## src/rtl/operand_issue.sv

```systemverilog
// operand_issue: ID->EX operand register with writeback bypass, load-use/hold stalls,
// flush kill and a saturating load-use stall counter.
module operand_issue #(
    parameter int DATA_WIDTH     = 32,
    parameter int REG_ADDR_WIDTH = 5,
    parameter int CNT_WIDTH      = 16
) (
    input  logic                      clk,
    input  logic                      rst,
    input  logic                      id_valid_i,
    input  logic [REG_ADDR_WIDTH-1:0] id_rs1_addr_i,
    input  logic [REG_ADDR_WIDTH-1:0] id_rs2_addr_i,
    input  logic [REG_ADDR_WIDTH-1:0] id_rd_addr_i,
    input  logic                      id_reg_write_i,
    input  logic                      id_mem_read_i,
    input  logic [DATA_WIDTH-1:0]     id_pc_i,
    input  logic [DATA_WIDTH-1:0]     id_imm_i,
    input  logic [DATA_WIDTH-1:0]     rf_rd_data1_i,
    input  logic [DATA_WIDTH-1:0]     rf_rd_data2_i,
    input  logic                      wb_reg_write_i,
    input  logic [REG_ADDR_WIDTH-1:0] wb_wr_addr_i,
    input  logic [DATA_WIDTH-1:0]     wb_wr_data_i,
    input  logic                      ex_ready_i,
    input  logic                      flush_i,
    output logic                      id_stall_o,
    output logic                      ex_valid_o,
    output logic [DATA_WIDTH-1:0]     ex_rs1_data_o,
    output logic [DATA_WIDTH-1:0]     ex_rs2_data_o,
    output logic [DATA_WIDTH-1:0]     ex_pc_o,
    output logic [DATA_WIDTH-1:0]     ex_imm_o,
    output logic [REG_ADDR_WIDTH-1:0] ex_rs1_addr_o,
    output logic [REG_ADDR_WIDTH-1:0] ex_rs2_addr_o,
    output logic [REG_ADDR_WIDTH-1:0] ex_rd_addr_o,
    output logic                      ex_reg_write_o,
    output logic                      ex_mem_read_o,
    output logic [CNT_WIDTH-1:0]      lu_stall_cnt_o
);
    logic [DATA_WIDTH-1:0] op1, op2;
    logic load_use, hold;

    always_comb begin
        op1 = (id_rs1_addr_i == '0) ? '0 :
              (wb_reg_write_i && wb_wr_addr_i == id_rs1_addr_i) ? wb_wr_data_i : rf_rd_data1_i;
        op2 = (id_rs2_addr_i == '0) ? '0 :
              (wb_reg_write_i && wb_wr_addr_i == id_rs2_addr_i) ? wb_wr_data_i : rf_rd_data2_i;
        load_use = id_valid_i && ex_valid_o && ex_mem_read_o && ex_rd_addr_o != '0 &&
                   (ex_rd_addr_o == id_rs1_addr_i || ex_rd_addr_o == id_rs2_addr_i);
        hold = ex_valid_o && !ex_ready_i;
        id_stall_o = (load_use || hold) && !flush_i;
    end

    always_ff @(posedge clk or posedge rst) begin
        if (rst) begin
            ex_valid_o     <= 1'b0;
            ex_rs1_data_o  <= '0;
            ex_rs2_data_o  <= '0;
            ex_pc_o        <= '0;
            ex_imm_o       <= '0;
            ex_rs1_addr_o  <= '0;
            ex_rs2_addr_o  <= '0;
            ex_rd_addr_o   <= '0;
            ex_reg_write_o <= 1'b0;
            ex_mem_read_o  <= 1'b0;
        end else if (flush_i) begin
            ex_valid_o <= 1'b0;
        end else if (hold) begin
            // a held instruction must not miss a writeback that lands while it waits
            if (wb_reg_write_i && ex_rs1_addr_o != '0 && wb_wr_addr_i == ex_rs1_addr_o)
                ex_rs1_data_o <= wb_wr_data_i;
            if (wb_reg_write_i && ex_rs2_addr_o != '0 && wb_wr_addr_i == ex_rs2_addr_o)
                ex_rs2_data_o <= wb_wr_data_i;
        end else if (load_use) begin
            ex_valid_o <= 1'b0;
        end else begin
            ex_valid_o     <= id_valid_i;
            ex_rs1_data_o  <= op1;
            ex_rs2_data_o  <= op2;
            ex_pc_o        <= id_pc_i;
            ex_imm_o       <= id_imm_i;
            ex_rs1_addr_o  <= id_rs1_addr_i;
            ex_rs2_addr_o  <= id_rs2_addr_i;
            ex_rd_addr_o   <= id_rd_addr_i;
            ex_reg_write_o <= id_reg_write_i;
            ex_mem_read_o  <= id_mem_read_i;
        end
    end

    always_ff @(posedge clk or posedge rst) begin
        if (rst)
            lu_stall_cnt_o <= '0;
        else if (load_use && !hold && !flush_i && lu_stall_cnt_o != '1)
            lu_stall_cnt_o <= lu_stall_cnt_o + 1'b1;
    end
endmodule
```

## config.mk

```make
export PLATFORM = sky130hd
export DESIGN_NAME = operand_issue
export DESIGN_NICKNAME = d
export VERILOG_FILES = /design/src/rtl/operand_issue.sv
export SDC_FILE = /design/constraint.sdc
export NUM_CORES = 1
export LEC_CHECK = 0
export CAP_MARGIN = 5
export CORE_MARGIN = 2
export CORE_UTILIZATION = 37
export DETAILED_ROUTE_END_ITERATION = 6
export PLACE_DENSITY = 0.77
export SLEW_MARGIN = 20
export SYNTH_ARGS = -nofsm -noshare
export SYNTH_HDL_FRONTEND = slang
export SYNTH_SLANG_ARGS = --single-unit
```

## constraint.sdc

```tcl
create_clock -name clk -period 5.8 [get_ports clk]
set_input_delay 1.16 -clock clk [delete_from_list [all_inputs] [get_ports clk]]
set_output_delay 1.16 -clock clk [all_outputs]
set_load 0.03 [all_outputs]
```

======== Yosys cells after proc, flatten, opt, wreduce, memory -nomap -nowiden ========
Cells that the tools add are included.
operators by class
  add/subtract/negate cells ............... 1
  equality and inequality tests ........... 11
  multiplexer cells ....................... 13
  bitwise gates (word level) .............. 3
  reductions and logical operators ........ 28
operators with widths
  operator                                                                  number
  32-bit two-way mux                                                        10
  5-bit == test                                                             6
  16-bit by 1-bit adder with 16-bit output (second input constant)          1
  16-bit inequality test (second input constant)                            1
  1-bit logical AND                                                         15
  5-bit nonzero test                                                        3
  5-bit logical NOT                                                         2
  3-bit AND reduction                                                       3
  2-bit by 1-bit inequality test with 1-bit output (second input constant)  3
  1-bit logical NOT                                                         3
  1-bit two-way mux                                                         3
  1-bit NOT                                                                 3
  1-bit logical OR                                                          2
  2-bit inequality test (second input constant)                             1
storage, ports and cells
  flip-flop bits (word level) ............. 162
  bits of input ports ..................... 188
  output and inout bits ................... 163
  logic and storage cells ................. 67

======== Logic depth before layout (Yosys ltp) ========
Gate-level depths: netlist of the first run.
  depth in word-level cells ............... 7
  depth in mapped cells ................... 9
  gate-level depth less buffers ........... 6

======== Least setup slack after synthesis of the first run ========
Ideal clock, no wire load.
  path type ............................... in2out
  from .................................... in id_rs2_addr_i[0]
  to ...................................... out id_stall_o
  data arrival time ....................... 2.389 ns
  data required time ...................... 4.640 ns
  slack ................................... 2.251 ns
  stages on the path ...................... 5
  buffers on the path ..................... 0
  cells stage by stage .................... xor2_1 nor3_1 a22oi_4 nand2b_4 a21oi_1
on the way
  word-level cells in the longest chain between the ends .. 5
RTL lines
  element            RTL line  RTL
  start, declared    12        input logic [REG_ADDR_WIDTH-1:0] id_rs2_addr_i,
  5-bit == test      47        (ex_rd_addr_o == id_rs1_addr_i || ex_rd_addr_o == id_rs2_addr_i);
  1-bit logical OR   47
  1-bit logical AND  46        load_use = id_valid_i && ex_valid_o && ex_mem_read_o && ex_rd_addr_o != '0 &&
  1-bit logical OR   49        id_stall_o = (load_use || hold) && !flush_i;
  1-bit logical AND  49
  end, declared      25        output logic id_stall_o,
Every way passes these cells.

======== Worst setup path in the final report of the first run ========
  from .................................... in id_rs2_addr_i[1]
  to ...................................... out id_stall_o
Same word-level chain as after synthesis.

==> results by group, run 1 <==
Placement
  • Placed instance count: 1175
  • Port Buffers: 350
  • GPL Wtd Cong: 0.8980
  • Dpl hpwl: 16.46 mm

Clock tree
  • Post-CTS setup buffer count: 0
  • Hold buffer count at cts: 0
  • CTS buffer count: 17
  • CTS root buffer: clkbuf_16
  • CTS Sinks: 162
  • PostCTS Resize Cnt: 0
  • H-Tree Level Count: 4
  • Clock slew at reported path FFs: 0.06 ns
  • Clock Path Buffers: 2
  • Clk_lat worst skew: 0.41 ns
  • TritonCTS clock tree: yes

Floorplan
  • Boundary pin count: 351
  • Die Ht: 143.0 um
  • Core Region: 0.01883 mm2
  • Die width: 143.0 um
  • Rows: 50
  • Die outline area: 0.02044 mm2
  • Initial core utilization: 0.3795

Logic synthesis
  • Gate count of the mapped netlist: 595
  • Synth warnings: 0
  • Mean Syn Cell Area: 12.01 um2
  • Synthesized area: 0.007146 mm2
  • Post-synthesis sequential area ratio: 0.5673
  • Unique masters post-synth: 38
  • #FFs+latches synth: 162
  • Synth Net Count: 784

Global route
  • Global-route usage over all layers: 0.2156
  • Largest net degree at the start of global routing: 87
  • Vias in the first global route: 5997
  • Global-route wire length before repair: 33.61 mm
  • Grt ovf: 0
  • Initial antenna violation count: 0

Critical path
  • Worst Path Max Fanout: 5
  • R2r setup slk: 3.28 ns
  • Crit path launch: id_rs2_addr_i[1]
  • CP Class: in2out
  • Reg-to-Reg Start: ex_rd_addr_o[0]
  • Crit path to: id_stall_o
  • R2r worst-path depth: 6
  • WP data required: 4.64 ns
  • Arrival time worst endpoint: 3.50 ns
  • Critical path endpoint category: output pin
  • Reg2reg end: ex_imm_o[26]
  • Startpoint types: input port

Route
  • Vias per inst: 4.974
  • Final WL: 22.42 mm
  • Drt first pass iters: 6
  • First DRT Iteration DRCs: 312
  • Routed wire per std cell: 18.58 um
  • DRC: 0
  • Post-route ant nets: 0
  • Total number of vias: 6004

Run
  • Max cap viols: 0

Layout
  • Area grow syn2layout: 61.32%
  • Non-Filler Instances: 1207
  • Final nets: 1124
  • Layout cells sized above 1: 0.05702
  • N_diodes: 0

Worst hold path
  • Hold/Removal Path Class: reg2reg

STA
  • Unrepaired setup endpoints after global routing: false
  • Worst slew pin tran: 0.9432 ns
  • Tcrit/Tclk final: 0.8035
  • Slew HR: 0.3689
  • Post-route clock skew: 0.007187 ns
  • Sum Neg Setup Slack: 0 ns
  • Period minus WS final: 4.660 ns
  • Fin. max-slew vios: 0
  • Max Freq: 0.2146 GHz
  • Final Hold Fails: 0
  • Final setup fails: 0

Power and ir drop
  • Cell Pwr Density: 327.1 mW/mm2
  • Pleak: 4.758 nW
  • Worst vdd ir: 0.2161 mV

Run status
  • Outcome: finished, final reports clean
placed cells by master, fill, tap and decap left out, types with 2 or more instances in the layout:
master           count
or4_1                2
nor2b_1              2
mux2_1              80
nand4_1              5
bufinv_16            5
clkdlybuf4s50_1    350
nand2b_1             2
a22oi_1             64
inv_6                3
nor4_1               2
a31oi_1              2
xor2_1              19
buf_4                6
clkbuf_16           17
o21ai_2              2
mux2_2               4
clkinv_4             3
a2111oi_2            2
o41ai_1              2
nand3_1             12
o21ai_4              2
and4_1               3
nand2_1             69
a21oi_1              7
xnor2_1             22
nor3_1               3
nor2_1              12
dfrtp_1            162
o21ai_0             20
clkbuf_8             2
o21ai_1             44
and3_1               4
power by group:
group          switching [W]  internal [W]
logic               0.000619      0.000509
registers          0.0000999       0.00129
clock network       0.000461      0.000791
worst min path at each step:
stage	endpoint	slack, ns	depth (start not counted)	startpoint
2_1_floorplan	ex_rs1_data_o[10]	0.65	2	ex_rs1_data_o[10]
3_3_place_gp	ex_rs1_data_o[9]	0.46	2	ex_rs1_data_o[9]
3_5_place_dp	ex_rs1_data_o[30]	0.47	2	ex_rs1_data_o[30]
4_1_cts	ex_rs1_data_o[30]	0.48	2	ex_rs1_data_o[30]
5_1_grt	ex_imm_o[29]	0.50	1	ex_imm_o[29]
6_report	ex_rs1_data_o[30]	0.48	2	ex_rs1_data_o[30]
metal layers:
metal,GRT usage,vias up,part of all wire
li1,-,2820,-
met3,0.05667,33,0.078
met5,0,-,0
met1,0.2698,2890,0.41
met4,0.07556,0,0.022
met2,0.3611,261,0.49
critical path, stage by stage:
cell	delay, ns
clkdlybuf4s50_1	0.49
xor2_1	0.18
nor3_1	0.39
a22oi_4	0.15
nand2b_4	0.22
a21oi_1	0.19
clkdlybuf4s50_1	0.71
sequential cells by signal, summed over array words and instances (netlist names):
signal,cells
ex_rd_addr_o,5
ex_imm_o,32
ex_rs2_addr_o,5
ex_rs2_data_o,32
ex_mem_read_o,1
ex_reg_write_o,1
lu_stall_cnt_o,16
ex_rs1_data_o,32
ex_rs1_addr_o,5
ex_valid_o,1
ex_pc_o,32
Yosys cell counts, drive strengths merged:
library cell	count	area [um2]
nor3b	1	12.51
nand3	12	60.06
nand4b	1	8.760
nand2b	3	26.27
inv	1	3.750
a22oi	65	501.7
nor4	2	12.51
nor2b	2	12.51
mux2	84	945.9
dfrtp	162	4054
ha	1	12.51
xnor2	22	192.7
a31oi	2	12.51
o311ai	1	8.760
nand2	70	270.3
buf	24	191.4
a21oi	7	35.03
or4	2	15.01
nand4	5	31.28
o21ai	68	347.8
nor3	4	25.02
clkbuf	13	48.80
and3	4	25.02
and2	1	6.260
nor2	12	45.04
and4	3	26.28
o41ai	2	17.52
xor2	19	166.4
a2111oi	2	30.03
cells by family (layout without fill, tap and decap cells):
family          after synthesis  in the layout  synth area share
compound gates              147            147            0.1334
xor+xnor                     41             41           0.05025
fa+ha+maj                     1              1          0.001751
buf+inv                      38            390           0.03415
flops                       162            162            0.5673
mux                          84             84            0.1324
simple gates                122            122           0.08072
per-stage QoR:
stage          hold slack [ns]  cell area [um2]  setup WS, ns    util  total power [W]
2_1_floorplan           0.6498             7146        0.2634       -         0.001985
4_1_cts                 0.4835            11490         1.152  0.6102         0.003811
6_report                0.4776            11530         1.140  0.6122         0.003770
3_3_place_gp            0.4628            10830         1.160  0.5753         0.002529
3_5_place_dp            0.4701            10830         1.195  0.5753         0.002546
5_1_grt                 0.5029            11530         1.014  0.6122         0.003932
cell type report:
class	instances	area (um2)
fill	1518	7303
sequential	162	4054
inverter	1	8.758
multi-input combinational	395	2885
clock inverter	11	201.4
tap	260	325.3
clock buffer	20	456.7
timing repair buffer	358	3596
Power figures use the tool's default switching activity.
==> run 2: changes to the inputs <==
Settings changed: CORE_UTILIZATION 37 to 41, PLACE_DENSITY 0.77 to 0.81.
Clock period 5.8 ns to 4.9 ns, I/O delays scaled along.
==> run 2 against run 1 <==
- sequential power rose by 18%
- combinational power up 19%
- via count increased by 0.90%
- final cell count fell by 2.7%
- largest cell class unchanged
- critical path depth unchanged
- clock-buffer cell count stayed put
==> results by group, run 2 (synthesis results as in run 1) <==
Run status
  • Outcome: finished, final reports clean

STA
  • Slew HR: 0.3589
  • Final hold slack: 0.4785 ns
  • Fin. max-slew vios: 0
  • Max Freq: 0.2367 GHz
  • Final Hold Fails: 0
  • Worst slew pin tran: 0.9606 ns
  • Tcrit/Tclk final: 0.8620
  • Period minus WS final: 4.224 ns
  • Unrepaired setup endpoints after global routing: false
  • Post-route clock skew: 0.009515 ns
  • Sum Neg Setup Slack: 0 ns
  • Final setup fails: 0

Worst hold path
  • Hold path start: ex_rs1_data_o[6]
  • Hold/Removal Path Class: reg2reg
  • Worst Hold End: ex_rs1_data_o[6]
  • Hold depth: 2

Critical path
  • Critical path, cell by cell: clkdlybuf4s50_1 -> xor2_1 -> nor3_1 -> a22oi_4 -> nand2b_4 -> a21oi_1 -> clkdlybuf4s50_1
  • Arrival time worst endpoint: 3.24 ns
  • WP data required: 3.92 ns
  • Crit path top cell by count: clkdlybuf4s50_1
  • Worst Path Max Fanout: 5
  • Startpoint types: input port
  • Critical path endpoint category: output pin
  • R2r setup slk: 2.18 ns
  • Reg2reg end: ex_rs1_addr_o[0]
  • Reg-to-Reg Start: ex_rd_addr_o[0]
  • R2r worst-path depth: 7
  • Crit-path slowest cell: clkdlybuf4s50_1
  • CP Class: in2out
  • Slowest Stage Delay on Critical Path: 0.69 ns

Route
  • Vias per inst: 5.156
  • Drt first pass iters: 4
  • DRC: 0
  • Routed wire per std cell: 18.92 um
  • Final WL: 22.23 mm
  • Post-route ant nets: 0
  • First DRT Iteration DRCs: 290
  • Total number of vias: 6058

Placement
  • Dpl hpwl: 16.47 mm
  • Port Buffers: 350
  • GPL Wtd Cong: 0.8593
  • Placed instance count: 1143

Global route
  • Grt ovf: 0
  • Initial antenna violation count: 0
  • Vias in the first global route: 6192
  • Global-route wire length before repair: 34.27 mm
  • Largest net degree at the start of global routing: 87
  • Global-route usage over all layers: 0.2426

Floorplan
  • Die width: 136.0 um
  • Initial core utilization: 0.4160
  • Rows: 48
  • Boundary pin count: 351
  • Die Ht: 136.0 um
  • Core Region: 0.01718 mm2
  • Die outline area: 0.01850 mm2

Layout
  • Non-Filler Instances: 1175
  • N_diodes: 0
  • Area grow syn2layout: 59.59%
  • Final core utilization: 0.6639
  • Layout cells sized above 1: 0.05895
  • Fillers: 1368
  • Most common cell after layout, fill and taps aside: clkdlybuf4s50_1
  • Commonest cells after routing, fill and taps aside: clkdlybuf4s50_1, dfrtp_1, mux2_1, nand2_1, a22oi_1
  • Final nets: 1126

Power and ir drop
  • Cell Pwr Density: 376.5 mW/mm2
  • Pleak: 4.721 nW
  • Worst vdd ir: 0.2418 mV

Clock tree
  • Clock slew at reported path FFs: 0.06 ns
  • CTS Sinks: 162
  • Clock Path Buffers: 2
  • CTS buffer count: 17
  • H-Tree Level Count: 4
  • PostCTS Resize Cnt: 0
  • Hold buffer count at cts: 0
  • TritonCTS clock tree: yes
  • Post-CTS setup buffer count: 0
  • Clk_lat worst skew: 0.42 ns
  • CTS root buffer: clkbuf_16

Run
  • Max cap viols: 0
==> run 2: cell count changes in the layout (fill, tap and decap cells not counted), sizes merged <==
cell,delta
bufinv,-3
buf,+2
inv,-2
clkinv,+4
clkinvlp,+2
==> run 2: critical path: cells and delay by family <==
family	cells	cell delay, ns
buf+inv	2	1.17
simple gates	2	0.60
xor+xnor	1	0.17
compound gates	2	0.31
==> run 2: layout make-up <==
class | instances | area [um2] | share of cell area
Inverter | 1 | 7.507 | 0.0006583
Timing Repair Buffer | 360 | 3603 | 0.3160
Tap cell | 225 | 281.5 | 0.02469
Sequential cell | 162 | 4054 | 0.3555
Multi-Input combinational cell | 395 | 2877 | 0.2523
Clock inverter | 12 | 133.9 | 0.01174
Clock buffer | 20 | 446.7 | 0.03917
==> run 2: metrics by stage <==
step / total power [W] / setup slack (ns) / instance area, um2
floorplan: 0.002350 / 1.711 / 7149
global placement: 0.002992 / 0.7154 / 10820
detailed placement: 0.003014 / 0.6852 / 10820
CTS: 0.004338 / 0.6613 / 11400
global route: 0.004487 / 0.5989 / 11400
finish: 0.004293 / 0.6761 / 11400
==> run 2: how the worst max path moves through the flow <==
stage                      from    endpoint  slack (ns)  depth (start not counted)
3_5_place_dp   id_rs2_addr_i[0]  id_stall_o        0.69                          7
3_3_place_gp   id_rs2_addr_i[0]  id_stall_o        0.72                          7
4_1_cts        id_rs2_addr_i[0]  id_stall_o        0.66                          7
2_1_floorplan  id_rs2_addr_i[0]  id_stall_o        1.71                          5
5_1_grt        id_rs2_addr_i[0]  id_stall_o        0.60                          7
6_report       id_rs2_addr_i[0]  id_stall_o        0.68                          7
==> run 2: power by group <==
| group | internal, W | total [W] | switching (W) |
|---|---|---|---|
| Combinational | 0.000601 | 0.00134 | 0.000737 |
| Clock | 0.000766 | 0.00131 | 0.000547 |
| Sequential | 0.00153 | 0.00164 | 0.000116 |
| Total | 0.00289 | 0.00429 | 0.00140 |
==> run 2: per-layer routing <==
layer	track usage	part of all wire	vias up
li1	-	-	2823
met4	0.08507	0.022	0
met5	0	0	-
met2	0.4076	0.50	230
met1	0.2907	0.40	2968
met3	0.08203	0.082	37
